==> config.mk <==
export PLATFORM = sky130hd
export DESIGN_NAME = instr_fetch_unit_flat
export DESIGN_NICKNAME = d
export VERILOG_FILES = /design/src/rtl/instr_fetch_unit_pkg.sv /design/src/rtl/instr_fetch_unit_if.sv /design/src/rtl/instr_fetch_unit_fifo.sv /design/src/rtl/instr_fetch_unit.sv /design/src/flat_wrapper.sv
export SDC_FILE = /design/constraint.sdc
export NUM_CORES = 1
export LEC_CHECK = 0
export CAP_MARGIN = 20
export CELL_PAD_IN_SITES_DETAIL_PLACEMENT = 1
export CELL_PAD_IN_SITES_GLOBAL_PLACEMENT = 1
export CORE_AREA = 2 2 105 107
export DETAILED_ROUTE_END_ITERATION = 8
export DIE_AREA = 0 0 107 109
export MAX_ROUTING_LAYER = met4
export PLACE_DENSITY_LB_ADDON = 0.1
export SLEW_MARGIN = 20
export SYNTH_ARGS = -nofsm -noshare
export SYNTH_HDL_FRONTEND = slang
export SYNTH_SLANG_ARGS = --single-unit
==> constraint.sdc <==
create_clock -name Clock -period 2 [get_ports Clock]
set_input_delay 0.4 -clock Clock [delete_from_list [all_inputs] [get_ports Clock]]
set_output_delay 0.4 -clock Clock [all_outputs]
set_load 0.01 [all_outputs]
==> src/rtl/instr_fetch_unit_pkg.sv <==
`default_nettype none
// ============================================================================
// Module   : fetch_pkg
// Purpose  : Shared definitions for the instruction fetch unit: default
//            widths, FSM state encoding and the FIFO entry layout.
// Revision : 1.0 - initial release
// ============================================================================
package fetch_pkg;

  localparam int ADDR_W_DEF  = 8;
  localparam int INSTR_W_DEF = 8;

  typedef enum logic [1:0] {
    IDLE    = 2'd0,
    WAIT    = 2'd1,
    DISCARD = 2'd2
  } fetch_state_e;

  // FIFO entry layout: PC in the upper bits, instruction word in the lower
  // bits. Parameterised builds pack the same {pc, instr} order by hand.
  typedef struct packed {
    logic [ADDR_W_DEF-1:0]  pc;
    logic [INSTR_W_DEF-1:0] instr;
  } fetch_entry_t;

endpackage
`default_nettype wire

==> src/rtl/instr_fetch_unit_if.sv <==
`default_nettype none
// ============================================================================
// Module   : instr_fetch_unit_if
// Purpose  : Instruction memory read bus (req/ack handshake).
// Ports    : mem_req  - read request, held until mem_ack
//            mem_addr - read address, stable while mem_req is high
//            mem_ack  - read complete, mem_data valid this cycle
//            mem_data - read data
// Modports : master (fetch unit), slave (instruction memory)
// Revision : 1.0 - initial release
// ============================================================================
interface instr_fetch_unit_if
  import fetch_pkg::*;
#(
  parameter int ADDR_W  = ADDR_W_DEF,
  parameter int INSTR_W = INSTR_W_DEF
);
  logic               mem_req;
  logic [ADDR_W-1:0]  mem_addr;
  logic               mem_ack;
  logic [INSTR_W-1:0] mem_data;

  modport master (output mem_req, output mem_addr, input mem_ack, input mem_data);
  modport slave  (input mem_req, input mem_addr, output mem_ack, output mem_data);
endinterface
`default_nettype wire

==> src/rtl/instr_fetch_unit_fifo.sv <==
`default_nettype none
// ============================================================================
// Module   : fetch_fifo
// Purpose  : Small instruction FIFO with synchronous push/pop/flush.
//            Flush has priority over push and pop.
// Ports    : Clock, Reset (async, active-high)
//            push/din   - write side
//            pop/dout   - read side, dout is the current head
//            flush      - empty the FIFO
//            count, full, empty - occupancy status
// Revision : 1.0 - initial release
// ============================================================================
module fetch_fifo #(
  parameter int DEPTH = 4,
  parameter int WIDTH = 16
) (
  input  logic                       Clock,
  input  logic                       Reset,
  input  logic                       push,
  input  logic                       pop,
  input  logic                       flush,
  input  logic [WIDTH-1:0]           din,
  output logic [WIDTH-1:0]           dout,
  output logic [$clog2(DEPTH):0]     count,
  output logic                       full,
  output logic                       empty
);
  localparam int PTR_W = $clog2(DEPTH);
  localparam int CNT_W = PTR_W + 1;

  logic [WIDTH-1:0] r_mem [DEPTH];
  logic [PTR_W-1:0] r_wr_ptr;
  logic [PTR_W-1:0] r_rd_ptr;
  logic [CNT_W-1:0] r_count;
  logic             w_do_push;
  logic             w_do_pop;

  assign empty = (r_count == '0);
  assign full  = (r_count == CNT_W'(DEPTH));
  assign count = r_count;
  assign dout  = r_mem[r_rd_ptr];

  assign w_do_pop  = pop & ~empty & ~flush;
  // A push into a full FIFO is accepted only when a pop frees a slot.
  assign w_do_push = push & ~flush & (~full | w_do_pop);

  always_ff @(posedge Clock or posedge Reset) begin
    if (Reset) begin
      r_wr_ptr <= '0;
      r_rd_ptr <= '0;
      r_count  <= '0;
    end else if (flush) begin
      r_wr_ptr <= '0;
      r_rd_ptr <= '0;
      r_count  <= '0;
    end else begin
      if (w_do_push) r_wr_ptr <= r_wr_ptr + PTR_W'(1);
      if (w_do_pop)  r_rd_ptr <= r_rd_ptr + PTR_W'(1);
      case ({w_do_push, w_do_pop})
        2'b10:   r_count <= r_count + CNT_W'(1);
        2'b01:   r_count <= r_count - CNT_W'(1);
        default: r_count <= r_count;
      endcase
    end
  end

  // Storage needs no reset: r_count gates every read of it.
  always_ff @(posedge Clock) begin
    if (w_do_push) r_mem[r_wr_ptr] <= din;
  end

endmodule
`default_nettype wire

==> src/rtl/instr_fetch_unit.sv <==
`default_nettype none
// ============================================================================
// Module   : instr_fetch_unit
// Purpose  : Fetch stage. Reads instruction memory at PCOut, buffers
//            {pc, instr} pairs for decode and drives the PC register
//            (sequential increment or redirect target).
// Ports    : Clock, Reset (async, active-high)
//            PCOut / PCIn / PCWrite   - PC register interface
//            mem (master modport)     - instruction memory req/ack bus
//            instr_valid/instr_out/instr_pc/instr_ready - decode handshake
//            redirect/redirect_target - flush and load a new PC
// Options  : FETCH_BYPASS_EN - when defined, a word arriving while the FIFO
//            is empty is presented to decode in the ack cycle itself.
// Revision : 1.0 - initial release
// ============================================================================
module instr_fetch_unit
  import fetch_pkg::*;
#(
  parameter int ADDR_W  = ADDR_W_DEF,
  parameter int INSTR_W = INSTR_W_DEF,
  parameter int DEPTH   = 4
) (
  input  logic                 Clock,
  input  logic                 Reset,
  input  logic [ADDR_W-1:0]    PCOut,
  output logic [ADDR_W-1:0]    PCIn,
  output logic                 PCWrite,
  instr_fetch_unit_if.master   mem,
  output logic                 instr_valid,
  output logic [INSTR_W-1:0]   instr_out,
  output logic [ADDR_W-1:0]    instr_pc,
  input  logic                 instr_ready,
  input  logic                 redirect,
  input  logic [ADDR_W-1:0]    redirect_target
);
  localparam int CNT_W   = $clog2(DEPTH) + 1;
  localparam int ENTRY_W = ADDR_W + INSTR_W;

  fetch_state_e        r_state;
  fetch_state_e        w_state_nxt;
  logic                r_mem_req;
  logic                w_mem_req_nxt;
  logic [ADDR_W-1:0]   r_mem_addr;
  logic [ADDR_W-1:0]   w_mem_addr_nxt;
  logic                w_pc_write;
  logic [ADDR_W-1:0]   w_pc_in;
  logic                w_flush;
  logic                w_fetch_hit;
  logic                w_bypass;
  logic                w_push;
  logic                w_pop;
  logic [ENTRY_W-1:0]  w_head;
  logic [CNT_W-1:0]    w_count;
  logic                w_full;
  logic                w_empty;

  // --------------------------------------------------------------------------
  // FSM state register
  // --------------------------------------------------------------------------
  always_ff @(posedge Clock or posedge Reset) begin
    if (Reset) begin
      r_state    <= IDLE;
      r_mem_req  <= 1'b0;
      r_mem_addr <= '0;
    end else begin
      r_state    <= w_state_nxt;
      r_mem_req  <= w_mem_req_nxt;
      r_mem_addr <= w_mem_addr_nxt;
    end
  end

  // --------------------------------------------------------------------------
  // FSM next-state and PC update
  // --------------------------------------------------------------------------
  always_comb begin
    w_state_nxt    = r_state;
    w_mem_req_nxt  = r_mem_req;
    w_mem_addr_nxt = r_mem_addr;
    w_pc_write     = 1'b0;
    w_pc_in        = '0;
    w_flush        = 1'b0;

    case (r_state)
      IDLE: begin
        if (redirect) begin
          w_pc_write = 1'b1;
          w_pc_in    = redirect_target;
          w_flush    = 1'b1;
        end else if (!w_full) begin
          w_mem_addr_nxt = PCOut;
          w_mem_req_nxt  = 1'b1;
          w_state_nxt    = WAIT;
        end
      end

      WAIT: begin
        if (mem.mem_ack) begin
          w_pc_write    = 1'b1;
          w_mem_req_nxt = 1'b0;
          w_state_nxt   = IDLE;
          if (redirect) begin
            w_pc_in = redirect_target;
            w_flush = 1'b1;
          end else begin
            w_pc_in = r_mem_addr + ADDR_W'(1);
          end
        end else if (redirect) begin
          // The request stays up: memory must still complete it, and its
          // data is dropped in DISCARD.
          w_pc_write  = 1'b1;
          w_pc_in     = redirect_target;
          w_flush     = 1'b1;
          w_state_nxt = DISCARD;
        end
      end

      DISCARD: begin
        if (redirect) begin
          w_pc_write = 1'b1;
          w_pc_in    = redirect_target;
          w_flush    = 1'b1;
        end
        if (mem.mem_ack) begin
          w_mem_req_nxt = 1'b0;
          w_state_nxt   = IDLE;
        end
      end

      default: begin
        w_mem_req_nxt = 1'b0;
        w_state_nxt   = IDLE;
      end
    endcase
  end

  // --------------------------------------------------------------------------
  // FIFO control and decode-side outputs
  // --------------------------------------------------------------------------
  assign w_fetch_hit = (r_state == WAIT) & mem.mem_ack & ~redirect;

`ifdef FETCH_BYPASS_EN
  assign w_bypass = w_fetch_hit & w_empty;
`else
  assign w_bypass = 1'b0;
`endif

  // A bypassed word that decode takes immediately never enters the FIFO.
  assign w_push = w_fetch_hit & ~(w_bypass & instr_ready);
  assign w_pop  = ~w_empty & ~redirect & instr_ready;

  fetch_fifo #(
    .DEPTH (DEPTH),
    .WIDTH (ENTRY_W)
  ) u_fifo (
    .Clock (Clock),
    .Reset (Reset),
    .push  (w_push),
    .pop   (w_pop),
    .flush (w_flush),
    .din   ({r_mem_addr, mem.mem_data}),
    .dout  (w_head),
    .count (w_count),
    .full  (w_full),
    .empty (w_empty)
  );

  // Combinational outputs are gated by Reset so they drop immediately,
  // not only once the registered state has cleared.
  assign instr_valid = ~Reset & (w_bypass | ((w_count != '0) & ~redirect));
  assign instr_out   = w_bypass ? mem.mem_data : w_head[INSTR_W-1:0];
  assign instr_pc    = w_bypass ? r_mem_addr   : w_head[ENTRY_W-1:INSTR_W];

  assign PCWrite = w_pc_write & ~Reset;
  assign PCIn    = Reset ? '0 : w_pc_in;

  assign mem.mem_req  = r_mem_req;
  assign mem.mem_addr = r_mem_addr;

endmodule
`default_nettype wire

==> src/flat_wrapper.sv <==
// flat-port wrapper written by rule: the top's interface ports become plain ports
module instr_fetch_unit_flat import fetch_pkg::*;
#(
  parameter int ADDR_W  = ADDR_W_DEF,
  parameter int INSTR_W = INSTR_W_DEF,
  parameter int DEPTH   = 4
)
  (Clock, Reset, PCOut, PCIn, PCWrite, instr_valid, instr_out, instr_pc, instr_ready, redirect, redirect_target, mem_mem_req, mem_mem_addr, mem_mem_ack, mem_mem_data);
  instr_fetch_unit_if #(.ADDR_W(ADDR_W), .INSTR_W(INSTR_W)) mem_i ();
  input  logic Clock;
  input  logic Reset;
  input  logic [ADDR_W-1:0] PCOut;
  output logic [ADDR_W-1:0] PCIn;
  output logic PCWrite;
  output logic instr_valid;
  output logic [INSTR_W-1:0] instr_out;
  output logic [ADDR_W-1:0] instr_pc;
  input  logic instr_ready;
  input  logic redirect;
  input  logic [ADDR_W-1:0] redirect_target;
  output wire logic [$bits(mem_i.mem_req)-1:0] mem_mem_req;
  output wire logic [$bits(mem_i.mem_addr)-1:0] mem_mem_addr;
  input wire logic [$bits(mem_i.mem_ack)-1:0] mem_mem_ack;
  input wire logic [$bits(mem_i.mem_data)-1:0] mem_mem_data;
  assign mem_mem_req = mem_i.mem_req;
  assign mem_mem_addr = mem_i.mem_addr;
  assign mem_i.mem_ack = mem_mem_ack;
  assign mem_i.mem_data = mem_mem_data;
  instr_fetch_unit #(.ADDR_W(ADDR_W), .INSTR_W(INSTR_W), .DEPTH(DEPTH)) u_core (.Clock(Clock), .Reset(Reset), .PCOut(PCOut), .PCIn(PCIn), .PCWrite(PCWrite), .mem(mem_i), .instr_valid(instr_valid), .instr_out(instr_out), .instr_pc(instr_pc), .instr_ready(instr_ready), .redirect(redirect), .redirect_target(redirect_target));
endmodule
==> impl_metrics.tcl <==
set metrics [dict create \
    clk_latency_ns 0.34 \
    n_fill_cell 1062 \
    multi_input_area_sq_mm 0.00131 \
    status "finished with violations" \
    startpoint_type "flop" \
    power.density_mw_per_mm2 1200 \
    wire_per_inst_um 18.3 \
    fp.coreArea_sq_mm 0.0106 \
    hold_violations 0 \
    drc_errors 0 \
    die_w_um 107 \
    seq_area_frac_synth_pct 66.4 \
    rr_worst_depth 9 \
    nNetsFinal 389 \
    cts-root-buf "clkbuf_8" \
    fin_crit_sh_pct 118 \
    drt-total-wl_um 9040 \
    grt_pass1_wl_um 13700 \
    diodes 0 \
    skew_ns 0.0127 \
    failed_checks "setup timing" \
    path_class "reg -> out" \
    area_growth_syn_to_layout_pct 52.1 \
    hp-class "reg -> reg" \
    crit_family "simple AND/OR/NAND/NOR gates" \
    layout.cells.non_filler 495 \
    setup_viol 25 \
    dp_hpwl_um 5800 \
    grt_overflow_total 0 \
    synth-edff-count 64 \
    start_util_pct 33.7 \
    syn_inst 214 \
    synthArstFlopShare_pct 22.0 \
    placed_area_sq_mm 0.00473 \
    core.rowCount 38 \
    maxSlewViolCount 0 \
    drv_cap 0 \
    ant_nets 0 \
    timing.critical_path.buf_inv 3 \
    pre_cts_ws_ns -0.830 \
    crit_fanout 5 \
    vdd_drop_max_mv 0.485 \
    fp.dieArea_sq_mm 0.0117 \
    relSlewSlack_pct 70.1 \
    p_leak_uw 0.00202 \
    crit_path_frequent_cell "buf_6" \
    grt_max_degree 19 \
    holdWs_ns 0.508 \
    gp_congestion 0.799 \
    power_switching_uw 2060 \
    synth_cell_types 40 \
    rsz0062_at_grt "yes" \
    synth_top_cell_by_area "edfxtp_1" \
    worstPathCellList "inv_2 -> ha_4 -> buf_6 -> nand2_4 -> or4_4 -> a31oi_4 -> buf_6" \
    antenna_found_initial 0 \
    drt-pass1-iter-count 6 \
    crit_cells 7 \
    regArea_sq_mm 0.00237 \
    drtIter0Drc 69 \
    crit_slowest_cell "or4_4" \
    syn_nets 253 \
    cp-end-kind "primary output" \
    syn_avg_cell_area_sq_um 16.7 \
    htreeDepth 3 \
    vias 2373 \
    via_per_inst 4.79 \
    cp.required_ns 1.60 \
    final_core_util_pct 51.3 \
    worstMarginPinSlew_ns 0.449 \
    hold_depth 1 \
    place_inst 451 \
    cts_buffer_depth 2 \
    synth_top_area_share_pct 53.8 \
    drive_above_1_share_pct 44.8 \
    power_frac_comb_pct 44.8 \
    synth-main-ff-cell "edfxtp_1" \
    path_clk_slew_ns 0.09 \
    p_sw_share_pct 31.4 \
    intPower_uw 4490 \
    yosysWarnings 0 \
    track_usage_pct 16.4 \
    stdcell_area_sq_mm 0.00544 \
    synth.cell_area_sq_mm 0.00357 \
    grt_pass1_vias 2606 \
    synthTopCellsByArea "edfxtp_1, dfrtp_1, mux4_2, ha_1, mux2_1" \
    synth_seq_cells 82 \
    port_buffers 63 \
    cts_made_buffers 9 \
    fin_crit_ns 2.36 \
    cp.arrival_ns 1.96 \
    fmax_ghz 0.424 \
    tritoncts "yes" \
    io_pins 64 \
    pwr-share-seq_pct 35.4 \
    setup_slack_ns -0.358 \
    cpPeakStageDelay_ns 0.50 \
    clockPowerShare_pct 19.8 \
    die_h_um 109 \
    cts.sinks 82 \
]
synthesized netlist by cell type (4+ instances only):
library cell  number
mux4_2            16
mux2_1             8
xnor2_1            4
nand2_1            7
buf_2              4
a21oi_1            5
nor3_1             4
edfxtp_1          64
ha_1               9
inv_1              7
nor2_1            12
dfrtp_1           18
and2_1             5
mux2i_1            4
a22oi_1            4
area by class of cell:
cell class	count	area share (%)
multi-input combinational	118	24.1
sequential	82	43.7
inverter	7	0.529
clock buffer	9	2.28
clock inverter	7	1.73
timing repair buffer	132	24.5
tap	140	3.22
metal layers:
metal  vias up  routed length, um  GRT usage (%)
li1       1111                  -              -
met2        67               4640           27.2
met4         0                137           4.73
met3         6                370           3.89
met5         -                  0              -
met1      1189               3890           20.2
cell families after synthesis:
logic type,synth area share (%)
xor+xnor,1.47
flops,66.4
buf+inv,1.61
mux,13.7
simple gates,8.05
fa+ha+maj,3.71
compound gates,5.04
per-stage QoR:
stage          total power (uW)  TNS (ns)
2_1_floorplan              3420         0
3_3_place_gp               4650    -38.62
3_5_place_dp               4690    -41.37
4_1_cts                    6340     -4.00
5_1_grt                    6930     -8.68
6_report                   6540     -3.19
registers in the layout (all words and copies together), names as in the netlist:
name / flops
u_core.mem.mem_req: 1
u_core.mem.mem_addr: 8
u_core.u_fifo.r_wr_ptr: 2
u_core.u_fifo.r_rd_ptr: 2
u_core.u_fifo.r_mem: 64
u_core.u_fifo.count: 3
u_core.r_state: 2
worst register-to-register path, delay by kind of cell (launching register included):
kind	cells	cell delay, ns
adder cells (fa/ha/maj)	2	0.65
flip-flops	1	0.45
buffers and inverters	3	0.34
AND/OR/NAND/NOR	2	0.29
AO/OA/AOI/OAI	2	0.15
power groups by stage:
stage,clock (uW),sequential [uW],combinational [uW]
finish,1290,2320,2930
global route,1400,2350,3180
CTS,1340,2310,2700
detailed placement,0,2340,2350
global placement,0,2330,2320
floorplan,0,2440,980
final timing paths:
| path | slack (ns) | to | startpoint |
|---|---|---|---|
| setup / recovery | -0.36 | PCIn[7] | u_core.r_state[1] |
| hold / removal | 0.51 | u_core.mem.mem_req | u_core.mem.mem_req |
| setup reg to reg | 0.02 | u_core.u_fifo.count[1] | u_core.r_state[0] |
| hold reg to reg | 0.51 | u_core.mem.mem_req | u_core.mem.mem_req |
| max in group asynchronous | 1.14 | u_core.u_fifo.r_rd_ptr[0] | Reset |
| min in group asynchronous | 0.63 | u_core.u_fifo.count[0] | Reset |
timing repair:
action | CTS | global route
endpoints found under the hold margin | 0 | 0
hold buffers | 0 | 0
endpoints found under the setup margin | 92 | 100
cloned | 2 | 3
setup buffers | 15 | 12
resized for setup | 141 | 35
pin swaps | 11 | 13
placed cells by master, fill, tap and decap left out, types with 3 or more instances in the layout:
cell type,count
edfxtp_1,64
buf_4,44
clkdlybuf4s50_1,36
buf_6,26
mux4_2,16
dfrtp_1,16
buf_2,11
clkbuf_8,9
mux2_1,8
nor2_1,8
buf_12,8
nand2_1,6
a21oi_1,5
inv_1,5
ha_1,5
xnor2_1,4
and2_4,4
mux2i_1,4
ha_4,4
nor3_1,3
nor2b_1,3
nand4_1,3
or4_4,3
nand3_1,3
a22oi_1,3
clkinv_4,3
clkbuf_16,3
No activity file was read; power rests on OpenSTA's default activity.
